`config.mk`:
```
export PLATFORM = sky130hd
export DESIGN_NAME = core_sequencer
export DESIGN_NICKNAME = d
export VERILOG_FILES = /design/src/rtl/r32i_pkg.sv /design/src/rtl/pc_reg.sv /design/src/rtl/core_sequencer.sv
export SDC_FILE = /design/constraint.sdc
export NUM_CORES = 1
export LEC_CHECK = 0
export ABC_AREA = 1
export CAP_MARGIN = 20
export CORE_AREA = 2 2 83 85
export CTS_CLUSTER_DIAMETER = 80
export DETAILED_ROUTE_END_ITERATION = 7
export DIE_AREA = 0 0 85 87
export GPL_TIMING_DRIVEN = 0
export PLACE_DENSITY_LB_ADDON = 0.12
export SKIP_LAST_GASP = 1
export SLEW_MARGIN = 30
export SYNTH_ARGS = -nofsm -noshare
export SYNTH_HDL_FRONTEND = slang
export SYNTH_SLANG_ARGS = --single-unit
```
`constraint.sdc`:
```
create_clock -name clk -period 2.1 [get_ports clk]
set_input_delay 0.525 -clock clk [delete_from_list [all_inputs] [get_ports clk]]
set_output_delay 0.525 -clock clk [all_outputs]
set_load 0.005 [all_outputs]
```
`src/rtl/r32i_pkg.sv`:
```
// rtl/r32i_pkg.sv - RV32I opcode constants, sequencer/decoder enums and class decode
package r32i_pkg;

    localparam logic [6:0] OPC_LUI      = 7'b0110111;
    localparam logic [6:0] OPC_AUIPC    = 7'b0010111;
    localparam logic [6:0] OPC_JAL      = 7'b1101111;
    localparam logic [6:0] OPC_JALR     = 7'b1100111;
    localparam logic [6:0] OPC_BRANCH   = 7'b1100011;
    localparam logic [6:0] OPC_LOAD     = 7'b0000011;
    localparam logic [6:0] OPC_STORE    = 7'b0100011;
    localparam logic [6:0] OPC_OP_IMM   = 7'b0010011;
    localparam logic [6:0] OPC_OP       = 7'b0110011;
    localparam logic [6:0] OPC_MISC_MEM = 7'b0001111;
    localparam logic [6:0] OPC_SYSTEM   = 7'b1110011;

    typedef enum logic [2:0] {
        ST_FETCH, ST_DECODE, ST_EXECUTE, ST_MEM, ST_WB, ST_HALT
    } state_e;

    typedef enum logic [1:0] {
        WB_ALU = 2'b00, WB_MEM = 2'b01, WB_PC4 = 2'b10
    } wb_sel_e;

    typedef enum logic [2:0] {
        CLS_ALU, CLS_JUMP, CLS_BRANCH, CLS_LOAD, CLS_STORE, CLS_FENCE, CLS_SYSTEM
    } insn_class_e;

    typedef struct packed {
        logic        legal;
        insn_class_e cls;
    } decode_t;

    function automatic decode_t decode_insn(input logic [6:0] opcode, input logic [2:0] funct3);
        decode_t d;
        d.legal = 1'b1;
        d.cls   = CLS_ALU;
        case (opcode)
            OPC_LUI, OPC_AUIPC, OPC_OP_IMM, OPC_OP: d.cls = CLS_ALU;
            OPC_JAL:      d.cls = CLS_JUMP;
            OPC_JALR: begin
                d.cls   = CLS_JUMP;
                d.legal = (funct3 == 3'b000);
            end
            OPC_BRANCH: begin
                d.cls   = CLS_BRANCH;
                d.legal = (funct3 != 3'b010) && (funct3 != 3'b011);
            end
            OPC_LOAD: begin
                d.cls   = CLS_LOAD;
                d.legal = funct3 inside {3'b000, 3'b001, 3'b010, 3'b100, 3'b101};
            end
            OPC_STORE: begin
                d.cls   = CLS_STORE;
                d.legal = (funct3 <= 3'b010);
            end
            OPC_MISC_MEM: d.cls = CLS_FENCE;
            OPC_SYSTEM:   d.cls = CLS_SYSTEM;
            default:      d.legal = 1'b0;
        endcase
        return d;
    endfunction

endpackage

```
`src/rtl/pc_reg.sv`:
```
// rtl/pc_reg.sv - program counter with target load and modulo +4 increment
module pc_reg #(
    parameter int               dataW    = 32,
    parameter logic [dataW-1:0] RESET_PC = '0
) (
    input  logic             clk,
    input  logic             rst_n,
    input  logic             i_load,
    input  logic             i_inc,
    input  logic [dataW-1:0] i_target,
    output logic [dataW-1:0] o_pc
);

    logic [dataW-1:0] r_pc;

    always_ff @(posedge clk or negedge rst_n) begin
        if (!rst_n) begin
            r_pc <= RESET_PC;
        end else if (i_load) begin
            r_pc <= i_target;
        end else if (i_inc) begin
            r_pc <= r_pc + dataW'(4);
        end
    end

    assign o_pc = r_pc;

endmodule

```
`src/rtl/core_sequencer.sv`:
```
// rtl/core_sequencer.sv - multi-cycle RV32I control sequencer (fetch/decode/execute/mem/wb)
module core_sequencer
    import r32i_pkg::*;
#(
    parameter int               dataW    = 32,
    parameter logic [dataW-1:0] RESET_PC = 32'h0000_0000
) (
    input  logic             clk,
    input  logic             rst_n,
    input  logic [6:0]       opcode,
    input  logic [2:0]       funct3,
    input  logic             branch_taken,
    input  logic [dataW-1:0] target_addr,
    input  logic             mem_ready,
    output logic             mem_req,
    output logic             mem_we,
    output logic             mem_is_fetch,
    output logic             ir_we,
    output logic             reg_we,
    output logic [1:0]       wb_sel,
    output logic [dataW-1:0] pc,
    output logic             halted,
    output logic             illegal
);

    state_e      r_state;
    insn_class_e r_cls;
    logic        r_illegal;

    decode_t     w_dec;
    logic        w_misalign;
    logic        w_pc_load;
    logic        w_pc_inc;

    assign w_dec      = decode_insn(opcode, funct3);
    assign w_misalign = (target_addr[1:0] != 2'b00);

    always_ff @(posedge clk or negedge rst_n) begin
        if (!rst_n) begin
            r_state   <= ST_FETCH;
            r_cls     <= CLS_ALU;
            r_illegal <= 1'b0;
        end else begin
            case (r_state)
                ST_FETCH: if (mem_ready) r_state <= ST_DECODE;
                ST_DECODE: begin
                    r_cls <= w_dec.cls;
                    if (!w_dec.legal) begin
                        r_state   <= ST_HALT;
                        r_illegal <= 1'b1;
                    end else begin
                        r_state <= ST_EXECUTE;
                    end
                end
                ST_EXECUTE: begin
                    case (r_cls)
                        CLS_LOAD, CLS_STORE: r_state <= ST_MEM;
                        CLS_ALU:             r_state <= ST_WB;
                        CLS_FENCE:           r_state <= ST_FETCH;
                        CLS_SYSTEM:          r_state <= ST_HALT;
                        // misaligned control transfers stop the core before pc moves
                        CLS_JUMP: begin
                            r_state   <= w_misalign ? ST_HALT : ST_WB;
                            r_illegal <= w_misalign;
                        end
                        CLS_BRANCH: begin
                            r_state   <= (branch_taken && w_misalign) ? ST_HALT : ST_FETCH;
                            r_illegal <= branch_taken && w_misalign;
                        end
                        default:             r_state <= ST_HALT;
                    endcase
                end
                ST_MEM: if (mem_ready) r_state <= (r_cls == CLS_LOAD) ? ST_WB : ST_FETCH;
                ST_WB:   r_state <= ST_FETCH;
                default: r_state <= ST_HALT;
            endcase
        end
    end

    assign w_pc_load = ((r_state == ST_EXECUTE) && (r_cls == CLS_BRANCH) && branch_taken && !w_misalign)
                    || ((r_state == ST_WB) && (r_cls == CLS_JUMP));
    assign w_pc_inc  = ((r_state == ST_EXECUTE) && (((r_cls == CLS_BRANCH) && !branch_taken) || (r_cls == CLS_FENCE)))
                    || ((r_state == ST_MEM) && mem_ready && (r_cls == CLS_STORE))
                    || ((r_state == ST_WB) && (r_cls != CLS_JUMP));

    pc_reg #(
        .dataW    (dataW),
        .RESET_PC (RESET_PC)
    ) u_pc_reg (
        .clk      (clk),
        .rst_n    (rst_n),
        .i_load   (w_pc_load),
        .i_inc    (w_pc_inc),
        .i_target (target_addr),
        .o_pc     (pc)
    );

    // rst_n gates the request strobes so they fall the instant reset asserts
    assign mem_req      = rst_n && ((r_state == ST_FETCH) || (r_state == ST_MEM));
    assign mem_is_fetch = (r_state != ST_MEM);
    assign mem_we       = (r_state == ST_MEM) && (r_cls == CLS_STORE);
    assign ir_we        = rst_n && (r_state == ST_FETCH) && mem_ready;
    assign reg_we       = (r_state == ST_WB);
    assign halted       = (r_state == ST_HALT);
    assign illegal      = r_illegal;

    always_comb begin
        wb_sel = WB_ALU;
        if (r_state == ST_WB) begin
            if (r_cls == CLS_LOAD)      wb_sel = WB_MEM;
            else if (r_cls == CLS_JUMP) wb_sel = WB_PC4;
        end
    end

endmodule

```
======== Word level (Yosys, flattened, before mapping) ========
Cells that the tools add are included.
W data, S select, Z words.
operators by class
  add/subtract/negate cells ............... 1
  magnitude comparators ................... 1
  equal/unequal tests ..................... 33
  mux-type cells .......................... 18
  reduce and logical (&&, ||, !) cells .... 34
operator list
  kind                     number
  $mux W32                 2
  $add A32 B3 Y32 const B  1
  $pmux W3 S5              2
  $eq A7 B7 Y1 const B     4
  $eq A7 B6 Y1 const B     3
  $eq A3 B3 Y1 const B     6
  $pmux W3 S6              1
  $eq A3 B2 Y1 const B     5
  $logic_and A1 B1 Y1      15
  $mux W3                  5
  $eq A7 B5 Y1 const B     2
  $eq A3 B1 Y1 const B     3
  $logic_not A3 Y1         3
  $ne A3 B2 Y1 const B     3
  $eq A7 B2 Y1 const B     1
  $eq A7 B4 Y1 const B     1
  $reduce_or A7 Y1         1
  $mux W2                  3
  $ne A2 B2 Y1 const B     3
  $ne A3 B1 Y1 const B     2
  $reduce_bool A2 Y1       3
  $logic_or A1 B1 Y1       5
  $pmux W1 S5              1
  $reduce_bool A5 Y1       1
  7 further kinds          11
word-level totals
  flip-flop bits (word level) ............. 39
  input bits .............................. 46
  output and inout bits ................... 41

======== Logic depth before layout (Yosys ltp) ========
Gate-level depths: netlist of run 1.
  depth in word-level cells ............... 8
  depth in mapped cells ................... 11

======== Hierarchy ========
A second synthesis of run 1 with hierarchy kept.
unflattened totals
  cells, all modules ...................... 444
  area total of the unflattened synthesis .. 2925.3 um^2
modules (own cells, without submodules)
  module          times used  cells each  area an instance (um^2)  seq. area each (um^2)
  pc_reg          1           315         2159.6                   800.8
  core_sequencer  1           129         765.7                    175.2

======== Worst setup path after synthesis of run 1 ========
No wires, ideal clock.
  path type ............................... register -> register
  start point ............................. reg u_pc_reg.r_pc[2], in the netlist u_pc_reg.o_pc[2]
  end point ............................... reg u_pc_reg.r_pc[16], in the netlist u_pc_reg.o_pc[16]
  arrival time ............................ 1.559 ns
  required time ........................... 2.035 ns
  setup slack ............................. 0.476 ns
  stages on the path, launching flop included .. 9
  period minus slack after synthesis ...... 1.624 ns
  cell sequence ........................... dfrtp_1 > ha_1 > nand3_1 > nor2_1 > nand3_1 > or2_1 > nand3_1 > nand3_1 > nand2_1
between the ends
  longest elaborated chain between the ends .. 3
ends and longest elaborated chain
  item                    RTL line      source
  start, declared         pc_reg.sv:14  logic [dataW-1:0] r_pc;
  start signal, assigned  pc_reg.sv:20  r_pc <= i_target;
  start signal, assigned  pc_reg.sv:22  r_pc <= r_pc + dataW'(4);
  $add A32 B3 Y32         pc_reg.sv:22
  $mux W32                pc_reg.sv:21  end else if (i_inc) begin
  $mux W32                pc_reg.sv:19  end else if (i_load) begin
No other way between the ends. The select of a mux whose other input is x is not followed.
A chain may end at the register's enable or synchronous reset.

======== Worst setup path in the final report of run 1 ========
  start point ............................. reg r_state[2]
  end point ............................... out mem_is_fetch
between the ends
  longest elaborated chain between the ends .. 1
ends and longest elaborated chain
  item                    RTL line               source
  start, declared         core_sequencer.sv:26   state_e r_state;
  start signal, assigned  core_sequencer.sv:63   r_state <= w_misalign ? ST_HALT : ST_WB;
  start signal, assigned  core_sequencer.sv:67   r_state <= (branch_taken && w_misalign) ? ST_HALT : ST_FETCH;
  start signal, assigned  core_sequencer.sv:73   ST_MEM: if (mem_ready) r_state <= (r_cls == CLS_LOAD) ? ST_WB : ST_FETCH;
  $ne A3 B2 Y1            core_sequencer.sv:100  assign mem_is_fetch = (r_state != ST_MEM);
  end, declared           core_sequencer.sv:17   output logic mem_is_fetch,
No other way between the ends.

==> metrics.yaml, run 1 <==
final_layout:
  num_antenna_cells: 0
  drive_above_1_share_pct: 9.50
  fin_util_pct: 67.1
  area_delta_synth_final_pct: 42.1
  fin_area_um2: 4410
  nNetsFinal: 667
sta:
  worstMarginPinSlew_ns: 0.681
  min_period_ns: 2.05
  hold_viol: 0
  max-slew-margin-rel_pct: 54.2
  setup_violations: 0
  worst_slack_ns: 0.0515
  fin_crit_sh_pct: 97.5
  clock_skew_ns: 0.0115
  rsz0062_at_grt: "true"
  holdWs_ns: 0.0362
  slew_violations: 0
  final.setup.tns_ns: 0
  fmax_mhz: 488
placed_design:
  gp_congestion: 0.934
  place_ws_ns: -0.352
  place_area_um2: 4080
  portBuffers: 86
  dp_hpwl_um: 7230
clocking:
  clockRootBuffer: "clkbuf_8"
  clock_path_buffers: 2
  clock_latency_ns: 0.30
  clk_pin_slew_ns: 0.09
  cts_buffers: 5
  ctsHoldBuffers: 0
  cts_tree: "built"
  cts_sinks: 39
  cts_max_level: 2
logic_synthesis:
  ys_top_cells_by_area: "dfrtp_1 31%, nand2_1 24%, nor2_1 8.6%"
  syn_nets: 561
  syn_area_per_cell_um2: 6.03
  netlist_top_cells_count: "201 x nand2_1, 71 x nor2_1, 56 x inv_1"
  yosysUniqueCellTypes: 30
  synth_top_area_share_pct: 31.5
  async_reset_ff_share_pct: 100
  postSynthCellCount: 514
  synth_ff_type: "dfrtp_1"
  synth_edf_count: 0
  ys_ff_latch: 39
  yosysTopAreaCell: "dfrtp_1"
  yosysSeqAreaShare_pct: 31.5
  ys_warn_count: 0
  synthesis.area_um2: 3100
  yosys.cell_count.top_type: "nand2_1"
critical_path:
  crit_arrival_ns: 1.52
  r2r_slack_ns: 0.20
  r2r_start: "r_state[2]$_DFFE_PN0P_"
  cp-start-kind: "flop"
  r2r_end: "u_pc_reg.o_pc[11]$_DFFE_PN0P_"
  crit_path_end_kind: "primary output"
  cp_max_fo: 4
  worstPathRequired_ns: 1.57
  reg2regPathDepth: 11
  crit_type: "flop to primary output"
detailed_routing:
  met1_length_um: 4060
  first_iter_violations: 241
  routed-wl-met2_um: 4890
  highest_layer: "met4"
  drt_wl_total_um: 9630
  wl_per_cell_um: 13.7
  dr.pass1.iters: 5
  drc_errors: 0
  ant_nets: 0
  viasPerCell: 5.16
  wl_met3_um: 520
  vias: 3616
floorplan:
  num_rows: 30
  die_area_um2: 7400
  coreArea_um2: 6570
  dieWidth_um: 85
  io_pins: 87
  start_util_pct: 47.2
  die_y_um: 87
outcome:
  status: "completed"
global_route:
  grt_usage_pct: 25.7
  grt_pass1_wl_um: 15400
  grt_max_degree: 25
  grt_pass1_vias: 3413
  grt_antenna_before_repair: 0
  grt.overflow.total: 0
pwr:
  p_per_area_nw_per_um2: 1110
  ir_worst_vdd_mv: 0.562
  p_leak_nw: 2.07
job:
  max_cap_violations: 0
hold_path:
  hold_path.class: "input port to async pin"
final cells by class:
type	instances	area (µm²)
buffer	11	108
clock buffer	6	72.6
clock inverter	2	60.1
fill	633	2160
inverter	58	223
multi-input combinational	406	1890
sequential	39	978
tap	80	100
timing repair buffer	99	978
worst max-delay path by stage:
stage                     slack [ns]                          from                       endpoint  cells past startpoint
after floorplan                 0.48  u_pc_reg.o_pc[2]$_DFFE_PN0P_  u_pc_reg.o_pc[16]$_DFFE_PN0P_                      8
after global placement         -1.70                         rst_n                          ir_we                      4
after detailed placement       -0.35                         rst_n                          ir_we                      5
after CTS                      -0.04        r_state[0]$_DFFE_PN0P_                          ir_we                      7
after global routing           -0.02        r_state[2]$_DFFE_PN0P_                   mem_is_fetch                      4
final                           0.05        r_state[2]$_DFFE_PN0P_                   mem_is_fetch                      4
per-stage QoR:
stage / power, mW / cells
after global routing: 5.27 / 701
after CTS: 4.78 / 698
after detailed placement: 3.92 / 681
final: 4.90 / 701
after global placement: 3.85 / 680
after floorplan: 2.77 / 514
routing by layer:
metal	up-vias	GRT usage [%]
met4	0	6.49
met3	18	3.22
met1	1649	31.3
li1	1829	-
met2	120	47.7
met5	-	0
cells in the final DEF (no fill, tap or decap), drive strengths merged, types with 6 or more instances in the layout:
cell type and n:
a21oi 7, buf 24, clkbuf 8, clkdlybuf4s50 78, dfrtp 39, inv 58, nand2 202, nand3 44
nand3b 11, nand4 8, nor2 74, nor3 15, o21ai 27, xor2 6
worst max-delay path, stage by stage (launching register included):
cell	delay, ns
dfrtp_1	0.40
inv_2	0.10
buf_4	0.13
nand3_2	0.11
clkdlybuf4s50_1	0.48
registers in the layout (all words and copies together) (netlist names):
register       flops
illegal            1
r_cls              3
u_pc_reg.o_pc     32
r_state            3
repair_timing:
| item | in CTS | in global routing |
|---|---|---|
| resized for setup | 14 | 28 |
| pin swaps | 3 | 3 |
| buffers inserted | 9 | 2 |
| cloned | 0 | 2 |
| endpoints found under the setup margin | 7 | 32 |
power breakdown:
part | switching, mW | internal (mW)
clock | 0.298 | 0.476
combinational | 1.27 | 1.32
sequential | 0.469 | 1.08
logic make-up (layout without fill, tap and decap cells):
kind of cell               after synthesis  in the layout  share of synthesized area, %
AOI/OAI and AO/OA                       39             39                          6.74
xor gates and xnor gates                11             11                          3.11
adders and majority gates                1              1                         0.403
buffers and inverters                   69            176                          9.68
DFF                                     39             39                          31.5
and+or+nand+nor                        355            355                          48.6
Power figures use the tool's default switching activity.
==> inputs of run 2 (changes only) <==
--- a/config.mk
+++ b/config.mk
@@ -6,7 +6,7 @@
 export NUM_CORES = 1
 export LEC_CHECK = 0
 export ABC_AREA = 1
-export CAP_MARGIN = 20
+export CAP_MARGIN = 25
 export CORE_AREA = 2 2 83 85
 export CTS_CLUSTER_DIAMETER = 80
 export DETAILED_ROUTE_END_ITERATION = 7
==> results of run 2 <==
Final layout, timing and power as in run 1 (identical DEF).
